<file path="config.mk">
export PLATFORM = sky130hd
export DESIGN_NAME = predictor_update_scheduler
export DESIGN_NICKNAME = d
export VERILOG_FILES = /design/src/rtl/predictor_update_scheduler.sv
export SDC_FILE = /design/constraint.sdc
export NUM_CORES = 1
export LEC_CHECK = 0
export CELL_PAD_IN_SITES_DETAIL_PLACEMENT = 1
export CELL_PAD_IN_SITES_GLOBAL_PLACEMENT = 1
export CORE_MARGIN = 2
export CORE_UTILIZATION = 60
export CTS_BUF_LIST = sky130_fd_sc_hd__clkbuf_8
export DETAILED_ROUTE_END_ITERATION = 10
export DONT_BUFFER_PORTS = 1
export HOLD_SLACK_MARGIN = 0.08
export MAX_ROUTING_LAYER = met4
export PLACE_DENSITY_LB_ADDON = 0.1
export SLEW_MARGIN = 5
export SYNTH_ARGS = -nofsm -noshare
export SYNTH_HDL_FRONTEND = slang
export SYNTH_SLANG_ARGS = --single-unit
</file>
<file path="constraint.sdc">
create_clock -name clockIn -period 16.2 [get_ports clockIn]
set_input_delay 3.24 -clock clockIn [delete_from_list [all_inputs] [get_ports clockIn]]
set_output_delay 3.24 -clock clockIn [all_outputs]
set_load 0.02 [all_outputs]
</file>
<file path="src/rtl/predictor_update_scheduler.sv">
// Purpose: sweeps the 2-bit predictor table to weakly-not-taken, then serialises ROB/BU outcome updates.
// Latency: an accepted update is issued on the edge after acceptance (one table write per cycle).
// Backpressure: readies drop when the FIFO lacks room (BU needs two slots if ROB is also requesting) or on clear.
module predictor_update_scheduler #(
  parameter int LOCAL_WIDTH = 12,
  parameter int QUEUE_DEPTH = 4
) (
  input  logic                               clockIn,
  input  logic                               resetIn,
  input  logic                               clearIn,
  input  logic                               robValid,
  input  logic [31:0]                        robInstr,
  input  logic                               robTaken,
  output logic                               robReady,
  input  logic                               buValid,
  input  logic [31:0]                        buInstr,
  input  logic                               buTaken,
  output logic                               buReady,
  output logic                               initValid,
  output logic [LOCAL_WIDTH-1:0]             initIndex,
  output logic                               updateValid,
  output logic [31:0]                        updateInstr,
  output logic                               updateTaken,
  output logic                               predictReady,
  output logic [$clog2(QUEUE_DEPTH+1)-1:0]   pendingCount
);

  localparam int CW = $clog2(QUEUE_DEPTH + 1);
  localparam int PW = $clog2(QUEUE_DEPTH);

  typedef enum logic {ST_INIT, ST_RUN} state_t;

  state_t                 state_q, state_d;
  logic [LOCAL_WIDTH-1:0] cnt_q, cnt_d;
  logic                   init_valid_q, init_valid_d;
  logic [LOCAL_WIDTH-1:0] init_index_q, init_index_d;
  logic                   update_valid_q, update_valid_d;
  logic [31:0]            update_instr_q, update_instr_d;
  logic                   update_taken_q, update_taken_d;
  logic                   predict_ready_q, predict_ready_d;
  logic [PW-1:0]          wr_ptr_q, wr_ptr_d;
  logic [PW-1:0]          rd_ptr_q, rd_ptr_d;
  logic [CW-1:0]          count_q, count_d;
  // Each entry is {taken, instr}.
  logic [32:0]            mem_q [QUEUE_DEPTH];
  logic [32:0]            mem_d [QUEUE_DEPTH];

  logic [CW-1:0] free;
  logic          run;
  logic          rob_push;
  logic          bu_push;
  logic          pop;

  // Free space excludes this edge's pop, so a full FIFO never accepts even while draining.
  assign run      = (state_q == ST_RUN);
  assign free     = CW'(QUEUE_DEPTH) - count_q;
  assign robReady = run && !clearIn && (free >= CW'(1));
  assign buReady  = run && !clearIn && (free >= (robValid ? CW'(2) : CW'(1)));
  assign rob_push = robValid && robReady;
  assign bu_push  = buValid && buReady;
  assign pop      = run && !clearIn && (count_q != '0);

  // Next-state: clear overrides everything, INIT sweeps the table, RUN moves the update FIFO.
  always_comb begin
    state_d         = state_q;
    cnt_d           = cnt_q;
    init_valid_d    = 1'b0;
    init_index_d    = init_index_q;
    update_valid_d  = 1'b0;
    update_instr_d  = update_instr_q;
    update_taken_d  = update_taken_q;
    predict_ready_d = predict_ready_q;
    wr_ptr_d        = wr_ptr_q;
    rd_ptr_d        = rd_ptr_q;
    count_d         = count_q;
    mem_d           = mem_q;

    if (clearIn) begin
      state_d         = ST_INIT;
      cnt_d           = '0;
      init_index_d    = '0;
      predict_ready_d = 1'b0;
      wr_ptr_d        = '0;
      rd_ptr_d        = '0;
      count_d         = '0;
    end else if (state_q == ST_INIT) begin
      // The last sweep write was registered on the previous edge; the counter has already wrapped.
      if (init_valid_q && (init_index_q == {LOCAL_WIDTH{1'b1}})) begin
        state_d         = ST_RUN;
        predict_ready_d = 1'b1;
      end else begin
        init_valid_d = 1'b1;
        init_index_d = cnt_q;
        cnt_d        = cnt_q + 1'b1;
      end
    end else begin
      if (pop) begin
        update_valid_d                  = 1'b1;
        {update_taken_d, update_instr_d} = mem_q[rd_ptr_q];
        rd_ptr_d                        = rd_ptr_q + 1'b1;
      end
      // ROB is written first so it drains ahead of a same-edge BU request.
      if (rob_push) begin
        mem_d[wr_ptr_q] = {robTaken, robInstr};
      end
      if (bu_push) begin
        mem_d[wr_ptr_q + PW'(rob_push)] = {buTaken, buInstr};
      end
      wr_ptr_d = wr_ptr_q + PW'(rob_push) + PW'(bu_push);
      count_d  = count_q + CW'(rob_push) + CW'(bu_push) - CW'(pop);
    end
  end

  // State and output registers with immediate reset.
  always_ff @(posedge clockIn or posedge resetIn) begin
    if (resetIn) begin
      state_q         <= ST_INIT;
      cnt_q           <= '0;
      init_valid_q    <= 1'b0;
      init_index_q    <= '0;
      update_valid_q  <= 1'b0;
      update_instr_q  <= '0;
      update_taken_q  <= 1'b0;
      predict_ready_q <= 1'b0;
      wr_ptr_q        <= '0;
      rd_ptr_q        <= '0;
      count_q         <= '0;
      mem_q           <= '{default: '0};
    end else begin
      state_q         <= state_d;
      cnt_q           <= cnt_d;
      init_valid_q    <= init_valid_d;
      init_index_q    <= init_index_d;
      update_valid_q  <= update_valid_d;
      update_instr_q  <= update_instr_d;
      update_taken_q  <= update_taken_d;
      predict_ready_q <= predict_ready_d;
      wr_ptr_q        <= wr_ptr_d;
      rd_ptr_q        <= rd_ptr_d;
      count_q         <= count_d;
      mem_q           <= mem_d;
    end
  end

  assign initValid    = init_valid_q;
  assign initIndex    = init_index_q;
  assign updateValid  = update_valid_q;
  assign updateInstr  = update_instr_q;
  assign updateTaken  = update_taken_q;
  assign predictReady = predict_ready_q;
  assign pendingCount = count_q;

endmodule

</file>
==> results.txt <==
----------------------------------------------------
[Run status]
  Run status ... completed

[Critical path]
  Start point of the critical path ... robValid
  Reg-to-reg critical path startpoint ... pendingCount[0]
  Crit path capture ... buReady
  Classification of the worst setup path ... in2out
  Worst endpoint required time ... 12960 ps
  Setup slack on the worst flop-to-flop path ... 12090 ps
  Type of element capturing the critical path ... output port
  Arr. time, crit path ... 4240 ps
  Crit Reg-Reg Endpoint ... mem_q[68]
  Kind of start point of the critical path ... primary input
  Worst reg2reg path depth ... 10
  Largest fanout on the critical path ... 6

[Clock network]
  Worst skew pair latency ... 480 ps
  TritonCTS clock tree ... done
  Buffers inserted during post-CTS setup optimization ... 0
  Number of clock sinks seen by CTS ... 200
  Number of buffers created by CTS ... 17
  Hold buffer count at CTS ... 0
  Largest buffer count on any clock path ... 2
  Root Buffer ... sky130_fd_sc_hd__clkbuf_8
  Quantity of gates resized following cts ... 0
  H-tree levels ... 4
  Clock transition at path regs ... 110 ps

[Floorplan]
  Std-Cell Core Area ... roughly 0.018 mm^2
  Std-Cell Rows ... 49
  Initial Util ... between 60% and 70%
  Die Ht ... 138 um
  Die width ... roughly 140 um
  Die area ... 0.0192 mm^2
  Top-level I/O count ... 124

[Yosys]
  Share of flip-flops with an asynchronous set or reset ... between 90% and 100%
  Synthesized Nets ... 815
  Portion of the post-synthesis area used by sequential elements ... between 40% and 50%
  Number of flops mapped to enable cells by yosys ... 0
  Mean instance size in the synthesized netlist ... 14.8 um^2
  Number of synthesized register bits ... 200
  Portion of synthesized cell area occupied by the leading cell type ... 46.1%
  Number of warnings reported in the yosys synthesis log ... 0
  Ranking of synthesized cells by area ... sky130_fd_sc_hd__dfrtp_1 (46%), sky130_fd_sc_hd__mux2_2 (23%), sky130_fd_sc_hd__mux2_4 (8.3%)
  Mapped Cells ... 733
  Count leader, synth ... sky130_fd_sc_hd__mux2_2
  Library cell with the largest summed area after synthesis ... sky130_fd_sc_hd__dfrtp_1
  Synth Cell Area ... 0.0109 mm^2
  Dominant register cell in the synthesized netlist ... sky130_fd_sc_hd__dfrtp_1
  Number of different library cells in the post-synthesis netlist ... 47
  Ranking of synthesized cells by instance count ... sky130_fd_sc_hd__mux2_2 (217), sky130_fd_sc_hd__dfrtp_1 (200), sky130_fd_sc_hd__mux2_4 (60), sky130_fd_sc_hd__mux4_2 (33), sky130_fd_sc_hd__nor2_1 (28)

[Timing]
  Transition time at the pin with the least slew margin ... 1070 ps
  Final worst clock skew ... 16.8 ps
  Top achievable clock speed ... 0.134 GHz
  Final Hold Vio Count ... 0
  Worst slew slack as a fraction of its limit ... 28.8%
  Clock period minus final worst setup slack ... about 7500 ps
  Share of the cycle needed by the critical path after routing ... a little under half
  Final number of setup-violating endpoints ... 0
  Final TNS setup ... 0 ps
  Hold Slack ... 565 ps
  RSZ-0062 raised after global routing ... no
  Pins over their slew limit ... 0

[Route]
  Detailed Routing Iterations Pass 1 ... 4
  Wire length reported by the detailed router ... 24.5 mm
  WL per Instance ... 25.7 um
  DR iter-0 viols ... 248
  Total via count in the routed design ... 6073
  Antenna viol nets, final ... 0
  Post-route DRC violation count ... 0
  Post-detailed-route via-to-cell ratio ... ~6.4

[Final layout]
  Final net count ... 793
  Antenna fix cells ... 0
  Fraction of layout cells with a size suffix above 1 ... approximately 51%
  Cell Count, Final, Fillers Out ... around 950
  P&R area growth vs syn ... 3.34%

[Min path]
  Worst Hold Depth ... 2
  Kind of path behind the tightest hold check ... reg2reg

[Placed design]
  Count of input and output buffers ... 0
  Placed cell count ... 921
  Final estimated routing congestion in global placement ... around 0.8
  Detailed placement HPWL ... 15.3 mm

[Global route]
  First-pass GRT wire length ... 39.4 mm
  Number of antenna violations at the first check in global routing ... 0
  Number of global-route vias before repair ... 6931
  M2 GR Usage ... 46.1%
  Global-route met1 utilization ... between 30% and 40%
  Total global routing track utilization ... 27.5%
  Busiest metal layer after global routing ... met2
  Total congestion overflow after global routing ... 0
  Met3 Track Usage GR ... 7.10%
  Largest net degree at the start of global routing ... 118

[Job]
  Max Cap Violations ... 0

[Pwr]
  Total power divided by cell area ... 74.9 mW/mm^2
  Static power due to leakage ... 5.53 nW
  Worst VDD drop ... 0.0000523 V

----------------------------------------------------
==> worst max-delay path, cell delays in order <==
cell and delay, ps:
sky130_fd_sc_hd__inv_1 30, sky130_fd_sc_hd__ha_1 280, sky130_fd_sc_hd__nand2b_1 160, sky130_fd_sc_hd__a21oi_2 330, sky130_fd_sc_hd__nor2_1 200
==> power by group <==
part           total, mW  switching, mW  internal [mW]
registers          0.502        0.00238          0.500
logic             0.0135         0.0109        0.00263
clock network      0.325          0.182          0.143
==> worst min path at each step <==
stage / slack [ps] / start / end
floorplan: 500 / cnt_q[11] / initIndex[11]
global placement: 520 / cnt_q[11] / initIndex[11]
detailed placement: 540 / cnt_q[11] / initIndex[11]
CTS: 570 / rd_ptr_q[0] / rd_ptr_q[0]
global route: 610 / rd_ptr_q[0] / rd_ptr_q[0]
finish: 560 / cnt_q[11] / initIndex[11]
==> cells in the final DEF (no fill, tap or decap), types with 3 or more instances in the layout <==
| master | Yosys | layout |
|---|---|---|
| sky130_fd_sc_hd__clkinvlp_4 | 0 | 3 |
| sky130_fd_sc_hd__nor2b_1 | 6 | 6 |
| sky130_fd_sc_hd__a21oi_1 | 10 | 10 |
| sky130_fd_sc_hd__and2_1 | 5 | 5 |
| sky130_fd_sc_hd__clkbuf_8 | 2 | 18 |
| sky130_fd_sc_hd__o21ai_0 | 8 | 8 |
| sky130_fd_sc_hd__and3_1 | 3 | 3 |
| sky130_fd_sc_hd__mux2_4 | 60 | 60 |
| sky130_fd_sc_hd__clkinv_4 | 0 | 3 |
| sky130_fd_sc_hd__ha_1 | 9 | 9 |
| sky130_fd_sc_hd__mux2_2 | 217 | 217 |
| sky130_fd_sc_hd__mux2i_1 | 12 | 12 |
| sky130_fd_sc_hd__nor2_1 | 28 | 27 |
| sky130_fd_sc_hd__nand4_1 | 6 | 6 |
| sky130_fd_sc_hd__nand2b_1 | 3 | 3 |
| sky130_fd_sc_hd__xor2_1 | 3 | 3 |
| sky130_fd_sc_hd__nand4_4 | 4 | 4 |
| sky130_fd_sc_hd__inv_1 | 7 | 8 |
| sky130_fd_sc_hd__buf_4 | 3 | 9 |
| sky130_fd_sc_hd__mux4_2 | 33 | 33 |
| sky130_fd_sc_hd__nand2_1 | 6 | 6 |
| sky130_fd_sc_hd__nand3_1 | 4 | 4 |
| sky130_fd_sc_hd__dfrtp_1 | 200 | 198 |
| sky130_fd_sc_hd__mux2_1 | 20 | 20 |
| sky130_fd_sc_hd__xnor2_1 | 6 | 6 |
| sky130_fd_sc_hd__a211oi_1 | 4 | 4 |
| sky130_fd_sc_hd__or3_1 | 10 | 8 |
==> state kept, by name, indices dropped and copies added, names as in the netlist <==
name,count
initIndex,12
wr_ptr_q,2
updateTaken,1
mem_q,132
pendingCount,3
run,1
predictReady,1
rd_ptr_q,2
updateValid,1
cnt_q,12
updateInstr,32
initValid,1
==> cells by family (layout without fill, tap and decap cells) <==
| kind of cell | after synthesis | in the layout | synth area share, % |
|---|---|---|---|
| xor gates and xnor gates | 9 | 9 | 0.726 |
| DFF | 200 | 200 | 46.1 |
| and+or+nand+nor | 86 | 86 | 5.18 |
| buffers and inverters | 58 | 49 | 4.15 |
| adders and majority gates | 11 | 11 | 1.41 |
| muxes | 342 | 342 | 40.8 |
| AOI/OAI and AO/OA | 27 | 27 | 1.58 |
==> routing by layer <==
| layer | routed length [um] | up-vias |
|---|---|---|
| met5 | 0 | - |
| met2 | 12900 | 124 |
| met4 | 248 | 0 |
| met3 | 1280 | 22 |
| li1 | - | 2662 |
| met1 | 10200 | 3265 |
==> stage by stage <==
stage	setup WS, ps	utilization, %	area, um^2	power [mW]
6_report	8720	62.9	11200	0.840
5_1_grt	8630	62.9	11200	0.871
2_1_floorplan	7510	-	10900	0.524
4_1_cts	8710	62.9	11200	0.848
3_5_place_dp	8720	60.6	10800	0.526
3_3_place_gp	8730	60.6	10800	0.526
==> final cells by class <==
cell class	instances	area [um^2]
inverter	8	37.5
tap	229	287
sequential	200	5010
multi-input combinational	475	5420
timing repair buffer	9	67.6
fill	1659	6630
clock buffer	18	248
clock inverter	14	150
(Power assumes the default switching activity.)
